==> config.mk <==
export PLATFORM = sky130hd
export DESIGN_NAME = smc_ahb_apb_bridge_lite30_flat
export DESIGN_NICKNAME = d
export VERILOG_FILES = /design/src/rtl/smc_ahb_apb_bridge_lite30_if.sv /design/src/rtl/smc_ahb_apb_bridge_lite30.sv /design/src/flat_wrapper.sv
export SDC_FILE = /design/constraint.sdc
export NUM_CORES = 1
export LEC_CHECK = 0
export CAP_MARGIN = 20
export CELL_PAD_IN_SITES_DETAIL_PLACEMENT = 1
export CELL_PAD_IN_SITES_GLOBAL_PLACEMENT = 1
export CORE_MARGIN = 4
export CORE_UTILIZATION = 37
export CTS_BUF_LIST = sky130_fd_sc_hd__clkbuf_4 sky130_fd_sc_hd__clkbuf_8 sky130_fd_sc_hd__clkbuf_16
export DETAILED_ROUTE_END_ITERATION = 7
export DONT_BUFFER_PORTS = 1
export PLACE_DENSITY_LB_ADDON = 0.05
export SYNTH_ARGS = -nofsm -noshare
export SYNTH_HDL_FRONTEND = slang
export SYNTH_SLANG_ARGS = --single-unit
==> constraint.sdc <==
create_clock -name pclk30 -period 1.6 [get_ports pclk30]
set_input_delay 0.24 -clock pclk30 [delete_from_list [all_inputs] [get_ports pclk30]]
set_output_delay 0.24 -clock pclk30 [all_outputs]
set_load 0.02 [all_outputs]
==> src/rtl/smc_ahb_apb_bridge_lite30_if.sv <==
// AHB slave / APB master signal bundle for the SMC register bridge.
// The slave modport is the bridge's view; master is the surrounding system.
interface smc_ahb_apb_bridge_lite30_if #(
  parameter int P_ADDR_W30 = 5
);
  logic                  hsel30;
  logic [1:0]            htrans30;
  logic                  hwrite30;
  logic [2:0]            hsize30;
  logic [31:0]           haddr30;
  logic [31:0]           hwdata30;
  logic                  hready_in30;
  logic                  hready30;
  logic [1:0]            hresp30;
  logic [31:0]           hrdata30;
  logic                  psel30;
  logic                  penable30;
  logic                  pwrite30;
  logic [P_ADDR_W30-1:0] paddr30;
  logic [31:0]           pwdata30;
  logic [31:0]           prdata30;

  modport slave (
    input  hsel30, htrans30, hwrite30, hsize30, haddr30, hwdata30, hready_in30, prdata30,
    output hready30, hresp30, hrdata30, psel30, penable30, pwrite30, paddr30, pwdata30
  );

  modport master (
    output hsel30, htrans30, hwrite30, hsize30, haddr30, hwdata30, hready_in30, prdata30,
    input  hready30, hresp30, hrdata30, psel30, penable30, pwrite30, paddr30, pwdata30
  );
endinterface

==> src/rtl/smc_ahb_apb_bridge_lite30.sv <==
// Single-clock AHB-to-APB bridge for the SMC register block: one word transfer
// at a time, zero-wait APB, two-cycle ERROR response for illegal transfers.
module smc_ahb_apb_bridge_lite30 #(
  parameter int P_ADDR_W30 = 5
) (
  input  logic                          pclk30,
  input  logic                          preset30,
  smc_ahb_apb_bridge_lite30_if.slave    bus
);

  typedef enum logic [2:0] {
    S_IDLE   = 3'd0,
    S_WLATCH = 3'd1,
    S_SETUP  = 3'd2,
    S_ACCESS = 3'd3,
    S_DONE   = 3'd4,
    S_ERR1   = 3'd5,
    S_ERR2   = 3'd6
  } state_t;

  state_t                state_r;
  state_t                state_next_s;
  logic                  accept_s;
  logic                  legal_s;
  logic [P_ADDR_W30-1:0] paddr_r;
  logic                  pwrite_r;
  logic [31:0]           pwdata_r;
  logic [31:0]           hrdata_r;
  logic                  psel_r;
  logic                  penable_r;
  logic                  hready_r;
  logic [1:0]            hresp_r;

  function automatic logic is_legal(input logic [2:0] size, input logic [1:0] addr_lo);
    return (size == 3'b010) && (addr_lo == 2'b00);
  endfunction

  // Acceptance qualifier and legality of the presented address phase
  always_comb begin
    legal_s  = is_legal(bus.hsize30, bus.haddr30[1:0]);
    accept_s = 1'b0;
    if ((state_r == S_IDLE) || (state_r == S_DONE)) begin
      accept_s = bus.hsel30 & bus.htrans30[1] & bus.hready_in30 & hready_r;
    end else begin
      accept_s = 1'b0;
    end
  end

  // Next-state decode
  always_comb begin
    state_next_s = S_IDLE;
    case (state_r)
      S_IDLE, S_DONE: begin
        if (!accept_s)         state_next_s = S_IDLE;
        else if (!legal_s)     state_next_s = S_ERR1;
        else if (bus.hwrite30) state_next_s = S_WLATCH;
        else                   state_next_s = S_SETUP;
      end
      S_WLATCH: state_next_s = S_SETUP;
      S_SETUP:  state_next_s = S_ACCESS;
      S_ACCESS: state_next_s = S_DONE;
      S_ERR1:   state_next_s = S_ERR2;
      S_ERR2:   state_next_s = S_IDLE;
      default:  state_next_s = S_IDLE;
    endcase
  end

  // State, datapath and outputs; outputs are decoded from the next state so they are registered
  always_ff @(posedge pclk30) begin
    if (preset30) begin
      state_r   <= S_IDLE;
      paddr_r   <= '0;
      pwrite_r  <= 1'b0;
      pwdata_r  <= 32'h0000_0000;
      hrdata_r  <= 32'h0000_0000;
      psel_r    <= 1'b0;
      penable_r <= 1'b0;
      hready_r  <= 1'b1;
      hresp_r   <= 2'b00;
    end else begin
      state_r   <= state_next_s;
      psel_r    <= (state_next_s == S_SETUP) || (state_next_s == S_ACCESS);
      penable_r <= (state_next_s == S_ACCESS);
      hready_r  <= (state_next_s == S_IDLE) || (state_next_s == S_DONE) || (state_next_s == S_ERR2);
      hresp_r   <= ((state_next_s == S_ERR1) || (state_next_s == S_ERR2)) ? 2'b01 : 2'b00;
      // Illegal transfers never touch the APB side, so only legal ones load address/direction
      if (accept_s && legal_s) begin
        paddr_r  <= bus.haddr30[P_ADDR_W30-1:0];
        pwrite_r <= bus.hwrite30;
      end else begin
        paddr_r  <= paddr_r;
        pwrite_r <= pwrite_r;
      end
      if (state_r == S_WLATCH) begin
        pwdata_r <= bus.hwdata30;
      end else begin
        pwdata_r <= pwdata_r;
      end
      if ((state_r == S_ACCESS) && !pwrite_r) begin
        hrdata_r <= bus.prdata30;
      end else begin
        hrdata_r <= hrdata_r;
      end
    end
  end

  assign bus.paddr30   = paddr_r;
  assign bus.pwrite30  = pwrite_r;
  assign bus.pwdata30  = pwdata_r;
  assign bus.psel30    = psel_r;
  assign bus.penable30 = penable_r;
  assign bus.hready30  = hready_r;
  assign bus.hresp30   = hresp_r;
  assign bus.hrdata30  = hrdata_r;

endmodule

==> src/flat_wrapper.sv <==
// flat-port wrapper written by rule: the top's interface ports become plain ports
module smc_ahb_apb_bridge_lite30_flat 
#(
  parameter int P_ADDR_W30 = 5
)
  (pclk30, preset30, bus_hsel30, bus_htrans30, bus_hwrite30, bus_hsize30, bus_haddr30, bus_hwdata30, bus_hready_in30, bus_prdata30, bus_hready30, bus_hresp30, bus_hrdata30, bus_psel30, bus_penable30, bus_pwrite30, bus_paddr30, bus_pwdata30);
  smc_ahb_apb_bridge_lite30_if #(.P_ADDR_W30(P_ADDR_W30)) bus_i ();
  input  logic pclk30;
  input  logic preset30;
  input wire logic [$bits(bus_i.hsel30)-1:0] bus_hsel30;
  input wire logic [$bits(bus_i.htrans30)-1:0] bus_htrans30;
  input wire logic [$bits(bus_i.hwrite30)-1:0] bus_hwrite30;
  input wire logic [$bits(bus_i.hsize30)-1:0] bus_hsize30;
  input wire logic [$bits(bus_i.haddr30)-1:0] bus_haddr30;
  input wire logic [$bits(bus_i.hwdata30)-1:0] bus_hwdata30;
  input wire logic [$bits(bus_i.hready_in30)-1:0] bus_hready_in30;
  input wire logic [$bits(bus_i.prdata30)-1:0] bus_prdata30;
  output wire logic [$bits(bus_i.hready30)-1:0] bus_hready30;
  output wire logic [$bits(bus_i.hresp30)-1:0] bus_hresp30;
  output wire logic [$bits(bus_i.hrdata30)-1:0] bus_hrdata30;
  output wire logic [$bits(bus_i.psel30)-1:0] bus_psel30;
  output wire logic [$bits(bus_i.penable30)-1:0] bus_penable30;
  output wire logic [$bits(bus_i.pwrite30)-1:0] bus_pwrite30;
  output wire logic [$bits(bus_i.paddr30)-1:0] bus_paddr30;
  output wire logic [$bits(bus_i.pwdata30)-1:0] bus_pwdata30;
  assign bus_i.hsel30 = bus_hsel30;
  assign bus_i.htrans30 = bus_htrans30;
  assign bus_i.hwrite30 = bus_hwrite30;
  assign bus_i.hsize30 = bus_hsize30;
  assign bus_i.haddr30 = bus_haddr30;
  assign bus_i.hwdata30 = bus_hwdata30;
  assign bus_i.hready_in30 = bus_hready_in30;
  assign bus_i.prdata30 = bus_prdata30;
  assign bus_hready30 = bus_i.hready30;
  assign bus_hresp30 = bus_i.hresp30;
  assign bus_hrdata30 = bus_i.hrdata30;
  assign bus_psel30 = bus_i.psel30;
  assign bus_penable30 = bus_i.penable30;
  assign bus_pwrite30 = bus_i.pwrite30;
  assign bus_paddr30 = bus_i.paddr30;
  assign bus_pwdata30 = bus_i.pwdata30;
  smc_ahb_apb_bridge_lite30 #(.P_ADDR_W30(P_ADDR_W30)) u_core (.pclk30(pclk30), .preset30(preset30), .bus(bus_i));
endmodule
== Yosys cells after proc, flatten, opt, wreduce, memory -nomap -nowiden ==
Index checks and enable logic that the tools add are counted.
Storage, ports and cells
  bits in registers: 78
  bits of input ports: 106
  output and inout bits: 75
Cells by class
  equal/unequal tests: 11
  mux-type cells: 6
  bitwise gates (word level): 3
  reductions and logical operators: 13
Operator list (count)
  == test 3 x 2 -> 1 bit (second input constant): 5
  == test 3 bit (second input constant): 5
  case mux 3 bit (5 select lines): 1
  logical NOT 3 bit: 2
  two-way mux 3 bit: 2
  logical OR 1 bit: 5
  bitwise AND 1 bit: 3
  == test 3 x 1 -> 1 bit (second input constant): 1
  logical AND 1 bit: 3
  logical NOT 2 bit: 1
  two-way mux 1 bit: 2
  two-way mux 2 bit: 1
  OR reduction 2 bit: 1
  logical NOT 1 bit: 1

== Logic depth before layout (Yosys ltp) ==
  word-level depth: 9
  mapped depth: 6

== Least setup slack after synthesis ==
No wires, ideal clock.
  path kind: input -> register
  start point: in bus_haddr30[1]
  end point: reg u_core.paddr_r[2] (netlist: u_core.bus.paddr30[2])
  data arrival time: 1390 ps
  slack: 82 ps
  required time: 1472 ps
  stages: 4
  cell sequence: or4b_4 > nor4_4 > mux2i_1 > nor2_1
On the way
  longest elaborated chain between the ends: 3
Ends and longest elaborated chain
  from (decl): RTL line flat_wrapper.sv:14  | input wire logic [$bits(bus_i.haddr30)-1:0] bus_haddr30;
  logical NOT 2 bit: RTL line smc_ahb_apb_bridge_lite30.sv:35  | return (size == 3'b010) && (addr_lo == 2'b00);
  logical AND 1 bit: RTL line smc_ahb_apb_bridge_lite30.sv:35
  logical AND 1 bit: RTL line smc_ahb_apb_bridge_lite30.sv:87  | if (accept_s && legal_s) begin
  to (signal assigned): RTL line smc_ahb_apb_bridge_lite30.sv:88  | paddr_r <= bus.haddr30[P_ADDR_W30-1:0];
  to (signal assigned): RTL line smc_ahb_apb_bridge_lite30.sv:91  | paddr_r <= paddr_r;
  to (decl): RTL line smc_ahb_apb_bridge_lite30.sv:25  | logic [P_ADDR_W30-1:0] paddr_r;
No other way between the ends.
A chain may end at the register's enable or synchronous reset.

== Final worst setup path ==
  start point: reg u_core.state_r[0]
  end point: reg u_core.hrdata_r[14] (netlist: u_core.bus.hrdata30[14])
On the way
  longest elaborated chain between the ends: 2
Ends and longest elaborated chain
  from (decl): RTL line smc_ahb_apb_bridge_lite30.sv:21  | state_t state_r;
  from (signal assigned): RTL line smc_ahb_apb_bridge_lite30.sv:81  | state_r <= state_next_s;
  == test 3 x 2 -> 1 bit: RTL line smc_ahb_apb_bridge_lite30.sv:99  | if ((state_r == S_ACCESS) && !pwrite_r) begin
  logical AND 1 bit: RTL line smc_ahb_apb_bridge_lite30.sv:99
  to (signal assigned): RTL line smc_ahb_apb_bridge_lite30.sv:100  | hrdata_r <= bus.prdata30;
  to (signal assigned): RTL line smc_ahb_apb_bridge_lite30.sv:102  | hrdata_r <= hrdata_r;
  to (decl): RTL line smc_ahb_apb_bridge_lite30.sv:28  | logic [31:0] hrdata_r;
No other way between the ends.

==> summary by stage <==
Clock tree
The TritonCTS buffer count is 9. The root buffer cell chosen for the clock tree is clkbuf_8. The TritonCTS clock tree is built.

The depth of the CTS H-tree is 3. The tree built by TritonCTS fans out to 77 sinks. The later pin in the worst-skew pair is clocked with a latency of 340 ps.

No sink is reached through more buffers than the 2 on the longest clock path. The clock-pin slew of the registers on the worst-case setup and hold paths is 80 ps.

Layout
Relative to the synthesized area, the layout overhead comes to 13.64%. The fill cell instance count of the final layout is a little under 900. After routing the design area is around 0.0031 mm2.

The count of antenna diodes in the layout is 0. The post-layout net count is 437. Of the cells placed in the final design, the portion with a size suffix greater than 1 is 0.1071.

Global routing
The via count of the first global-routing pass is roughly 2200. The wire length of the first global-routing pass is 10900 um. For this run, the total global-route usage over all layers was measured as 0.1585. The number of antenna violations at the first check in global routing is 0. The maximum number of pins on one net before global-route repair is 72. The total congestion overflow after global routing is 0.

Logic synthesis
In the post-synthesis netlist, the biggest area contributors are dfxtp_1 56%, nand2_1 18%, a21oi_1 12%. The distinct cell type count of the synthesized netlist is 30. Counting flops and latches in the post-synthesis netlist gives 77.

The part of the Yosys area used for sequential elements is 0.5603. Counting instances in the post-synthesis netlist gives the leading cell types as 131 x nand2_1, 77 x dfxtp_1, 67 x a21oi_1, 12 x clkbuf_1, 10 x buf_2. The total standard cell area after synthesis is 0.002751 mm2. The most used flip-flop cell after synthesis is dfxtp_1. During synthesis, Yosys emitted a total of 0 warnings. Synthesis produced 333 cells. nand2_1 is the most common cell in the netlist. Counting flops with an async set or reset pin after synthesis yields a share of 0.

The synthesized design contains 0 enable-type register cells. The fraction of synthesized cell area taken by the top area cell type is 0.5603. The biggest area consumer among synthesized cells is dfxtp_1. Averaged over all synthesized cells, the footprint is 8.262 um2. Counting every net in the synthesized netlist gives 439.

Floorplanning
In this run the vertical extent of the chip is 94.24 um. The die is 94.24 um wide. The core region is 0.007253 mm2. The floorplan has 31 rows. Pin placement for this block handled 181 I/O pins. The starting density of the core is 0.3793. The die covers 0.008880 mm2.

Setup path
At the worst endpoint, the required time is 1830 ps. Counting both buffers and inverters, the worst setup path holds a total of 2. The longest individual stage delay on the worst path is 570 ps. The worst register-to-register path begins at u_core.state_r[0]. The kind of capture point of the worst setup path is a register.

Traced cell by cell, the critical path runs through inv_2, or4b_1, buf_12, nand2_1, a21oi_1. The category of cells accounting for the largest share of critical-path delay is simple AND/OR/NAND/NOR gates. The launch point of the critical path is u_core.state_r[0]. Among all stages on the critical path, the largest delay is contributed by or4b_1.

The worst setup path is launched from a register. The biggest fanout along the worst timing path is 32. The path type of the worst setup path is reg -> reg.

STA puts the critical path data arrival time at 1710 ps.

Detailed routing
The length of the first detailed-routing pass in iterations is 4. The detailed router placed 2181 vias in this run. Summed over all layers, the routed wires come to 6970 um. The detail-routed via count per cell is 5.014. The mean routed wirelength per cell is approximately 16 um. The residual DRC count is 0. The remaining number of nets flagged by the antenna check after routing is 0. The first routing iteration left 58 violations.

STA
The worst path meets setup with 116.0 ps of slack. For the finished layout, the period the worst path requires is ~1500 ps. Setup violations remaining at the end of the flow were counted as 0.

The tightest hold path in the finished design has a slack of -37.38 ps. The number of pins exceeding their max-slew limit in the final report is 0. Dividing the final minimum period by the clock period gives 0.9275. The worst-case clock skew is 8.704 ps. The number of hold-slack violations in the final timing report is 26. For this run, the top clock speed supported by timing is 673.9 MHz. Setup repair after global routing left no endpoint under its margin.

Power
The peak supply drop is 475.8 uV. Power spread over the standard cell area amounts to 1257 mW/mm2. The analysis attributes to cell leakage a power of 1.044 nW.

Min path
In this run the worst hold path is classified as in -> reg. The startpoint of the lowest-slack hold path is preset30.

Place
The placement-stage worst setup slack is -29.28 ps. In this run the cell area measured after placement is 0.002890 mm2. The global placer's final weighted congestion is 0.6997. The count of input and output buffers is 0.

The half-perimeter wire length after placement is 4879 um.

Status
The final reports fail on hold timing. The flow ran to the end, but the final reports show violations.

Job
Across the run, the number of max-cap violations was 0.
[report_power, final]
group | internal (mW) | switching, mW
Combinational | 0.0829 | 0.120
Clock | 0.977 | 0.678
Sequential | 1.97 | 0.0990
Total | 3.03 | 0.897
[layer usage]
layer / wire, um / track usage
met5: 0 / 0
met2: 3306 / 0.2494
met4: 122 / 0.07581
met3: 806 / 0.06731
met1: 2735 / 0.1850
[layout by cell type (no fill, tap or decap), types with 2 or more instances in the layout]
cell       netlist  routed
buf_4            1       9
clkinv_2         0       2
nor2_1           7       7
mux2i_1          4       4
nand2_1        131     131
a21oi_1         67      67
nor3b_1          2       2
clkbuf_8         0      11
buf_12           0       2
dfxtp_1         77      76
bufinv_16        0       2
[layout make-up]
type	instances	area [um2]	area share
clock inverters	4	70.07	0.02241
repair buffers	11	107.6	0.03441
inverters	2	7.507	0.002401
multi-input cells	230	1116	0.3569
clock buffers	12	158.9	0.05082
well taps	99	123.9	0.03962
flip-flops and latches	77	1543	0.4934
[registers in the layout, summed over array words and instances, names as in the netlist]
signal,cells
u_core.bus.hready30,1
u_core.state_r,3
u_core.bus.hrdata30,32
u_core.bus.penable30,1
u_core.bus.pwdata30,32
u_core.bus.pwrite30,1
u_core.bus.hresp30,1
u_core.bus.paddr30,5
u_core.bus.psel30,1
[per-stage QoR]
stage	hold WS [ps]	power, mW	util	std cells	TNS [ps]
2_1_floorplan	376.0	2.285	-	333	0
3_3_place_gp	314.4	2.319	0.3985	419	-43.45
3_5_place_dp	317.1	2.325	0.3985	419	-510.9
4_1_cts	-60.44	3.999	0.4301	435	0
5_1_grt	-69.56	4.123	0.4311	435	0
6_report	-37.38	3.931	0.4311	435	0
[path summary, 6_finish.rpt]
check / cells after the start / end / slack [ps]
max: 5 / u_core.bus.hrdata30[14] / 120
min: 1 / u_core.bus.hrdata30[27] / -40
max reg2reg: 5 / u_core.bus.hrdata30[14] / 120
min reg2reg: 2 / u_core.bus.hrdata30[27] / 550
[cell families (layout without fill, tap and decap cells)]
group                     after synthesis  in the layout  synth area share
muxes                                   4              4           0.01455
AOI/OAI and AO/OA                      74             74            0.1419
buffers and inverters                  26             29           0.04138
DFF                                    77             77            0.5603
other                                   1              1          0.001363
and+or+nand+nor                       149            149            0.2342
xor gates and xnor gates                2              2          0.006368
[what timing repair did]
item	in CTS	in global routing
endpoints found under the setup margin	32	33
hold endpoints to repair	70	70
buffers inserted	0	0
gates cloned	0	0
gates resized for setup	1	2
Note: power is estimated with default switching activity, not from simulation.
